===== src/rtl/as_seq_pkg.sv =====
// Shared types and constants for the as_seq nibble-serial add/subtract sequencer.
// Saturation helpers build the clamp values for any data width up to MAX_W.
package as_seq_pkg;

  typedef enum logic [1:0] {
    ST_IDLE = 2'd0,
    ST_RUN  = 2'd1,
    ST_DONE = 2'd2
  } state_e;

  localparam int NIBBLE_W = 4;
  localparam int MAX_W    = 64;

  // Largest positive two's-complement value of width w, zero-extended to MAX_W.
  function automatic logic [MAX_W-1:0] sat_pos(input int w);
    logic [MAX_W-1:0] v;
    v = '0;
    for (int i = 0; i < MAX_W; i++) begin
      if (i < w - 1) v[i] = 1'b1;
    end
    return v;
  endfunction

  // Most negative two's-complement value of width w, zero-extended to MAX_W.
  function automatic logic [MAX_W-1:0] sat_neg(input int w);
    logic [MAX_W-1:0] v;
    v = '0;
    for (int i = 0; i < MAX_W; i++) begin
      if (i == w - 1) v[i] = 1'b1;
    end
    return v;
  endfunction

endpackage


===== src/rtl/as_nibble.sv =====
// 4-bit combinational add/subtract slice; b is inverted when sel=1 so that
// subtraction becomes a + ~b + cin. Also exposes the carry into bit 3.
module as_nibble
  import as_seq_pkg::*;
(
  input  logic [NIBBLE_W-1:0] a,
  input  logic [NIBBLE_W-1:0] b,
  input  logic                sel,
  input  logic                cin,
  output logic [NIBBLE_W-1:0] s,
  output logic                c3,
  output logic                cout
);

  logic [NIBBLE_W-1:0] w_b_eff;
  logic [3:0]          w_low;
  logic [1:0]          w_high;

  assign w_b_eff = sel ? ~b : b;

  // Split at bit 3 so the carry into the MSB is visible for overflow detection.
  assign w_low  = {1'b0, a[2:0]} + {1'b0, w_b_eff[2:0]} + {3'b000, cin};
  assign c3     = w_low[3];
  assign w_high = {1'b0, a[3]} + {1'b0, w_b_eff[3]} + {1'b0, c3};

  assign s    = {w_high[0], w_low[2:0]};
  assign cout = w_high[1];

endmodule


===== src/rtl/as_seq.sv =====
// Nibble-serial signed add/subtract sequencer: one as_nibble pass per cycle, LSB first.
// Define AS_SEQ_SAT_EN to clamp the result to the signed range on overflow.
module as_seq
  import as_seq_pkg::*;
#(
  parameter int NIBBLES = 4
) (
  input  logic                        clk,
  input  logic                        rst_n,
  input  logic                        start_valid,
  output logic                        start_ready,
  input  logic                        sel,
  input  logic [NIBBLE_W*NIBBLES-1:0] a,
  input  logic [NIBBLE_W*NIBBLES-1:0] b,
  output logic                        res_valid,
  input  logic                        res_ready,
  output logic [NIBBLE_W*NIBBLES-1:0] s,
  output logic                        o
);

  localparam int W     = NIBBLE_W * NIBBLES;
  localparam int IDX_W = (NIBBLES > 2) ? $clog2(NIBBLES) : 1;

  state_e              r_state;
  state_e              w_state_next;
  logic [W-1:0]        r_a;
  logic [W-1:0]        r_b;
  logic [W-1:0]        r_s;
  logic                r_sel;
  logic                r_carry;
  logic                r_o;
  logic [IDX_W-1:0]    r_idx;

  logic [NIBBLE_W-1:0] w_a_nib [NIBBLES];
  logic [NIBBLE_W-1:0] w_b_nib [NIBBLES];
  logic [NIBBLE_W-1:0] w_a_cur;
  logic [NIBBLE_W-1:0] w_b_cur;
  logic [NIBBLE_W-1:0] w_sum;
  logic                w_c3;
  logic                w_cout;
  logic                w_last;
  logic                w_ovf;
  logic                w_accept;
  logic [W-1:0]        w_s_merged;
  logic [W-1:0]        w_s_final;

  // Slice operands out of the latched words and splice the new nibble into the result.
  generate
    for (genvar gi = 0; gi < NIBBLES; gi++) begin : g_nib
      assign w_a_nib[gi] = r_a[gi*NIBBLE_W +: NIBBLE_W];
      assign w_b_nib[gi] = r_b[gi*NIBBLE_W +: NIBBLE_W];
      assign w_s_merged[gi*NIBBLE_W +: NIBBLE_W] =
        (r_idx == IDX_W'(gi)) ? w_sum : r_s[gi*NIBBLE_W +: NIBBLE_W];
    end
  endgenerate

  always_comb begin
    w_a_cur = '0;
    w_b_cur = '0;
    for (int k = 0; k < NIBBLES; k++) begin
      if (r_idx == IDX_W'(k)) begin
        w_a_cur = w_a_nib[k];
        w_b_cur = w_b_nib[k];
      end
    end
  end

  as_nibble u_nibble (
    .a    (w_a_cur),
    .b    (w_b_cur),
    .sel  (r_sel),
    .cin  (r_carry),
    .s    (w_sum),
    .c3   (w_c3),
    .cout (w_cout)
  );

  assign w_last = (r_idx == IDX_W'(NIBBLES - 1));
  assign w_ovf  = w_c3 ^ w_cout;

`ifdef AS_SEQ_SAT_EN
  localparam logic [MAX_W-1:0] SAT_POS_FULL = sat_pos(W);
  localparam logic [MAX_W-1:0] SAT_NEG_FULL = sat_neg(W);
  localparam logic [W-1:0]     SAT_POS      = SAT_POS_FULL[W-1:0];
  localparam logic [W-1:0]     SAT_NEG      = SAT_NEG_FULL[W-1:0];

  // Overflow implies A and the effective B share a sign, so A's sign picks the rail.
  assign w_s_final = (w_last && w_ovf) ? (r_a[W-1] ? SAT_NEG : SAT_POS) : w_s_merged;
`else
  assign w_s_final = w_s_merged;
`endif

  always_ff @(posedge clk or negedge rst_n) begin
    if (!rst_n) begin
      r_state <= ST_IDLE;
    end else begin
      r_state <= w_state_next;
    end
  end

  always_comb begin
    w_state_next = r_state;
    case (r_state)
      ST_IDLE: if (start_valid) w_state_next = ST_RUN;
      ST_RUN:  if (w_last)      w_state_next = ST_DONE;
      ST_DONE: if (res_ready)   w_state_next = ST_IDLE;
      default:                  w_state_next = ST_IDLE;
    endcase
  end

  always_comb begin
    start_ready = (r_state == ST_IDLE);
    res_valid   = (r_state == ST_DONE);
  end

  assign w_accept = start_valid && start_ready;

  always_ff @(posedge clk or negedge rst_n) begin
    if (!rst_n) begin
      r_a     <= '0;
      r_b     <= '0;
      r_s     <= '0;
      r_sel   <= 1'b0;
      r_carry <= 1'b0;
      r_o     <= 1'b0;
      r_idx   <= '0;
    end else if (w_accept) begin
      r_a     <= a;
      r_b     <= b;
      r_sel   <= sel;
      r_carry <= sel;
      r_idx   <= '0;
    end else if (r_state == ST_RUN) begin
      r_s     <= w_s_final;
      r_carry <= w_cout;
      r_idx   <= r_idx + IDX_W'(1);
      if (w_last) r_o <= w_ovf;
    end
  end

  assign s = r_s;
  assign o = r_o;

endmodule

===== config.mk =====
export PLATFORM = sky130hd
export DESIGN_NAME = as_seq
export DESIGN_NICKNAME = d
export VERILOG_FILES = /design/src/rtl/as_seq_pkg.sv /design/src/rtl/as_nibble.sv /design/src/rtl/as_seq.sv
export SDC_FILE = /design/constraint.sdc
export NUM_CORES = 1
export LEC_CHECK = 0
export ABC_AREA = 1
export ABC_CLOCK_PERIOD_IN_PS = 8000
export BUFFER_PORTS_ARGS = -buffer_cell sky130_fd_sc_hd__buf_2
export CORE_ASPECT_RATIO = 1.5
export CORE_MARGIN = 4
export CORE_UTILIZATION = 58
export CTS_CLUSTER_SIZE = 24
export DETAILED_ROUTE_END_ITERATION = 10
export PLACE_DENSITY = 0.93
export SLEW_MARGIN = 20
export SYNTH_ARGS = -nofsm -noshare
export SYNTH_HDL_FRONTEND = slang
export SYNTH_SLANG_ARGS = --single-unit

===== constraint.sdc =====
create_clock -name clk -period 8 [get_ports clk]
set_clock_uncertainty 0.15 [all_clocks]
set_input_delay 0.8 -clock clk [delete_from_list [all_inputs] [get_ports clk]]
set_output_delay 0.8 -clock clk [all_outputs]
set_load 0.05 [all_outputs]

Yosys cells after proc, flatten, opt, wreduce, memory -nomap -nowiden
Cells that the tools add are included.
- bits of input ports: 37
- register bits after elaboration: 55
- output and inout bits: 19
- bitwise gates (word level): 3
- $add $sub $neg: 5
- reductions and logical operators: 9
- equal/unequal tests: 8
- mux-type cells: 17
- operator list (operator ; count):
    2-to-1 mux 4 bit ; 9
    AND reduction 3 bit ; 5
    2-to-1 mux 2 bit ; 5
    == test 2 bit, second input constant ; 3
    case mux 2 bit (3 select lines) ; 1
    adder 3 x 3 -> 4 bit ; 1
    adder 4 x 1 -> 4 bit ; 1
    == test 2 x 1 -> 1 bit, second input constant ; 2
    zero test 2 bit ; 2
    != test 2 bit, second input constant ; 2
    inverter 4 bit ; 1
    adder 1 x 1 -> 2 bit ; 1
    adder 2 x 1 -> 2 bit ; 1
    adder 2 x 1 -> 2 bit, second input constant ; 1
    2-to-1 mux 1 bit ; 2
    != test 2 x 1 -> 1 bit, second input constant ; 1
    nonzero test 2 bit ; 1
    logical AND 1 bit ; 1
    inverter 1 bit ; 1
    bitwise XOR 1 bit ; 1

Longest topological paths before layout
- depth in word-level cells: 12
- depth in mapped cells: 18
- gate-level depth less buffers: 18

Cells and area by module
Synthesis repeated with hierarchy kept, for this count alone.
- cell total of the unflattened synthesis: 308
- area, all modules: 2588.7 um2
- by module, submodules not included (module ; cells each ; area each (um2) ; sequential area each (um2) ; times used):
    as_seq ; 294 ; 2442.3 ; 1376.3 ; 1
    as_nibble ; 14 ; 146.4 ; 0.0 ; 1

Worst setup path before layout
Ideal clock, no wire load.
- path type: flip-flop to flip-flop
- start point: reg r_idx[1]
- end point: reg r_s[11], in the netlist s[11]
- clock period less this slack: 2818 ps
- stages on the path, launching flop included: 16
- buffers on the path: 1
- library setup time: 127 ps
- data arrival time: 2541 ps
- slack: 5182 ps
- cells stage by stage: dfrtp_1 > inv_1 > ha_1 > buf_4 > a21oi_1 > nand2_1 > nand2_1 > nand2_1 > nand2_1 > nand2_1 > fa_1 > nand3b_1 > nand2_1 > inv_1 > fa_1 > o21ai_0
- longest elaborated chain between the ends: 10
- elaborated cells between the ends (all ways): 19
- classes of those cells: add/sub: 4; eq/ne: 3; mux: 9; bitwise: 1; reduce/logical: 2
- RTL lines (item ; RTL line ; text):
    start: declaration ; as_seq.sv:32 ; logic [IDX_W-1:0] r_idx;
    start signal: assignment ; as_seq.sv:136 ; r_idx <= r_idx + IDX_W'(1);
    zero test 2 bit ; as_seq.sv:61 ; if (r_idx == IDX_W'(k)) begin
    2-to-1 mux 4 bit (4 in series) ; as_seq.sv:61 ;
    inverter 4 bit ; as_nibble.sv:19 ; assign w_b_eff = sel ? ~b : b;
    2-to-1 mux 4 bit ; as_nibble.sv:19 ;
    adder 3 x 3 -> 4 bit ; as_nibble.sv:22 ; assign w_low = {1'b0, a[2:0]} + {1'b0, w_b_eff[2:0]} + {3'b000, cin};
    adder 4 x 1 -> 4 bit ; as_nibble.sv:22 ;
    adder 2 x 1 -> 2 bit ; as_nibble.sv:24 ; assign w_high = {1'b0, a[3]} + {1'b0, w_b_eff[3]} + {1'b0, c3};
    end signal: assignment ; as_seq.sv:134 ; r_s <= w_s_final;
    end: declaration ; as_seq.sv:28 ; logic [W-1:0] r_s;
Several ways; a longest one is shown, not always the timed one.
A chain may end at the register's enable or synchronous reset.

Worst setup path after layout
- start point: reg r_idx[0]
- end point: reg r_s[7], in the netlist s[7]
Same word-level chain as after synthesis.

==> impl_metrics.json <==
{
  "status": "finished clean",
  "dp_slack_ns": 4.64,
  "grt_usage_pct": 22.3,
  "drt_iter0_markers": 129,
  "cts_tree": "yes",
  "layoutNonFillerInstCount": 422,
  "numCtsBuffers": 5,
  "cts-root-buf": "clkbuf_8",
  "maxSlewHeadroom_pct": 55.6,
  "cts_hold_buf": 0,
  "yosysWarnings": 0,
  "clockBufferDepth": 2,
  "setup_viol": 0,
  "ctsResizeCount": 0,
  "drc": 0,
  "start_kind": "flip-flop",
  "vias": 2234,
  "synth_fp_nets": 368,
  "grt_pass1_wl_um": 10100,
  "final_common_cell": "nand2_1",
  "clock_sinks": 55,
  "ys_types": 26,
  "antenna_found_initial": 0,
  "finalHoldViolCount": 0,
  "startpoint": "r_idx[0]",
  "diodes": 0,
  "io_buffers": 55,
  "grt_pass1_vias": 2304,
  "h-tree-depth": 2,
  "die_w_um": 63.1,
  "dp_cells": 414,
  "setup_ws_ns": 4.59,
  "worstMarginPinSlew_ns": 0.666,
  "fmax_mhz": 293,
  "grt_overflow": 0,
  "clk_latency_ns": 0.31,
  "ys_seq_elements": 55,
  "initial_utilization_pct": 61.2,
  "min_period_over_period_pct": 42.6,
  "die-height_um": 90.7,
  "fin_nets": 421,
  "gp_congestion": 0.948,
  "ant_nets": 0,
  "path_max_fanout": 12,
  "die_area_um2": 5720,
  "final_cell_mix": "nand2_1 (160), buf_2 (55), dfrtp_1 (55)",
  "drv_slew": 0,
  "cts.reportedPaths.clkPinSlew_ns": 0.10,
  "dp_hpwl_um": 4420,
  "netlist_area_um2": 2640,
  "post_cts_buffers": 0,
  "avgSynthCellArea_um2": 8.21,
  "ios": 56,
  "fin_crit_ns": 3.41,
  "drv_cap": 0,
  "worst-setup-path-type": "flip-flop to flip-flop",
  "vias_per_cell": 5.29,
  "core.rowCount": 29,
  "grt_max_degree": 56,
  "core_area_um2": 4320,
  "cp.arrival_ns": 3.46,
  "first_pass_iters": 4,
  "tns_ns": 0,
  "drive_above_1_share_pct": 20.7,
  "cp-end-kind": "flip-flop",
  "fin_hold_ws_ns": 0.334,
  "drt_wl_total_um": 5890,
  "grt_setup_unrepaired": "false",
  "hp-class": "flip-flop to flip-flop",
  "cp.required_ns": 8.05,
  "min_from": "s[14]",
  "r2r-start": "r_idx[0]",
  "wl_per_cell_um": 14.0,
  "area_delta_synth_final_pct": 13.5,
  "seq_area_frac_synth_pct": 52.1,
  "syn_inst": 322
}
## registers in the layout, summed over array words and instances, names as in the netlist
signal and count:
r_idx 2, r_a 16, r_sel 1, r_b 16, s 16, r_state 2
o 1, r_carry 1
## stage by stage
stage               util, %  cell area (µm²)
CTS                    69.5             3000
floorplan                 -             2640
global placement       67.3             2910
global route           69.5             3000
detailed placement     67.3             2910
finish                 69.5             3000
## critical path, cell delays in order (launching register included)
cell and delay (ns):
dfrtp_1 0.41, inv_1 0.12, ha_1 0.45, inv_1 0.21, nor2_1 0.14, nor2_1 0.05, nand2_1 0.10, nand2_1 0.05
nand2_1 0.05, nand2_1 0.07, fa_1 0.44, nand3b_1 0.19, nand2_1 0.09, inv_1 0.06, fa_1 0.60, o21ai_0 0.11
## routing by layer
| layer | vias up | global-route usage [%] | part of all wire (%) |
|---|---|---|---|
| met5 | - | 0 | 0 |
| met4 | 0 | 10.5 | 3.7 |
| met3 | 19 | 4.11 | 4.4 |
| met2 | 71 | 41.0 | 54 |
| met1 | 1035 | 24.1 | 38 |
| li1 | 1109 | - | - |
## layout make-up
cell class | instances | area [µm²]
Sequential cell | 55 | 1380
Fill cell | 348 | 1320
Multi-Input combinational cell | 238 | 1110
Timing Repair Buffer | 56 | 283
Clock buffer | 7 | 86.3
Inverter | 19 | 73.8
Tap cell | 46 | 57.6
Clock inverter | 1 | 8.76
## kinds of logic after synthesis
| group | count (synthesis) | share of synthesized area [%] |
|---|---|---|
| buf+inv | 29 | 5.73 |
| xor+xnor | 1 | 0.331 |
| fa+ha+maj | 9 | 5.11 |
| simple gates | 193 | 29.6 |
| flops | 55 | 52.1 |
| compound gates | 35 | 7.10 |
## worst paths after layout
path / to / slack [ns] / cells after the start
worst max register to register: s[7] / 4.59 / 15
worst max-delay path: s[7] / 4.59 / 15
min in group asynchronous: r_b[5] / 0.45 / 2
max in group asynchronous: r_b[0] / 6.80 / 2
worst min register to register: s[14] / 0.33 / 2
worst min-delay path: s[14] / 0.33 / 2
## synth_stat cells
master | number | area share [%]
a21oi_1 | 10 | 1.9
a22oi_1 | 2 | 0.57
buf_2 | 5 | 0.95
buf_4 | 1 | 0.28
buf_6 | 4 | 1.7
dfrtp_1 | 55 | 52
fa_1 | 3 | 2.3
ha_1 | 6 | 2.8
inv_1 | 14 | 2.0
inv_2 | 4 | 0.57
inv_4 | 1 | 0.24
nand2_1 | 160 | 23
nand2_2 | 4 | 0.95
nand2_4 | 1 | 0.43
nand3_1 | 14 | 2.7
nand3b_1 | 1 | 0.28
nor2_1 | 7 | 0.99
nor2_2 | 2 | 0.47
nor2_4 | 1 | 0.43
o211ai_1 | 2 | 0.57
o21ai_0 | 14 | 2.7
o21ai_1 | 6 | 1.1
o31ai_1 | 1 | 0.28
or2_1 | 1 | 0.24
or2_2 | 2 | 0.47
xnor2_1 | 1 | 0.33
Power is left out: the tool's default activity adds up to more than one toggle a clock period on the data nets, which glitch-free logic cannot reach.
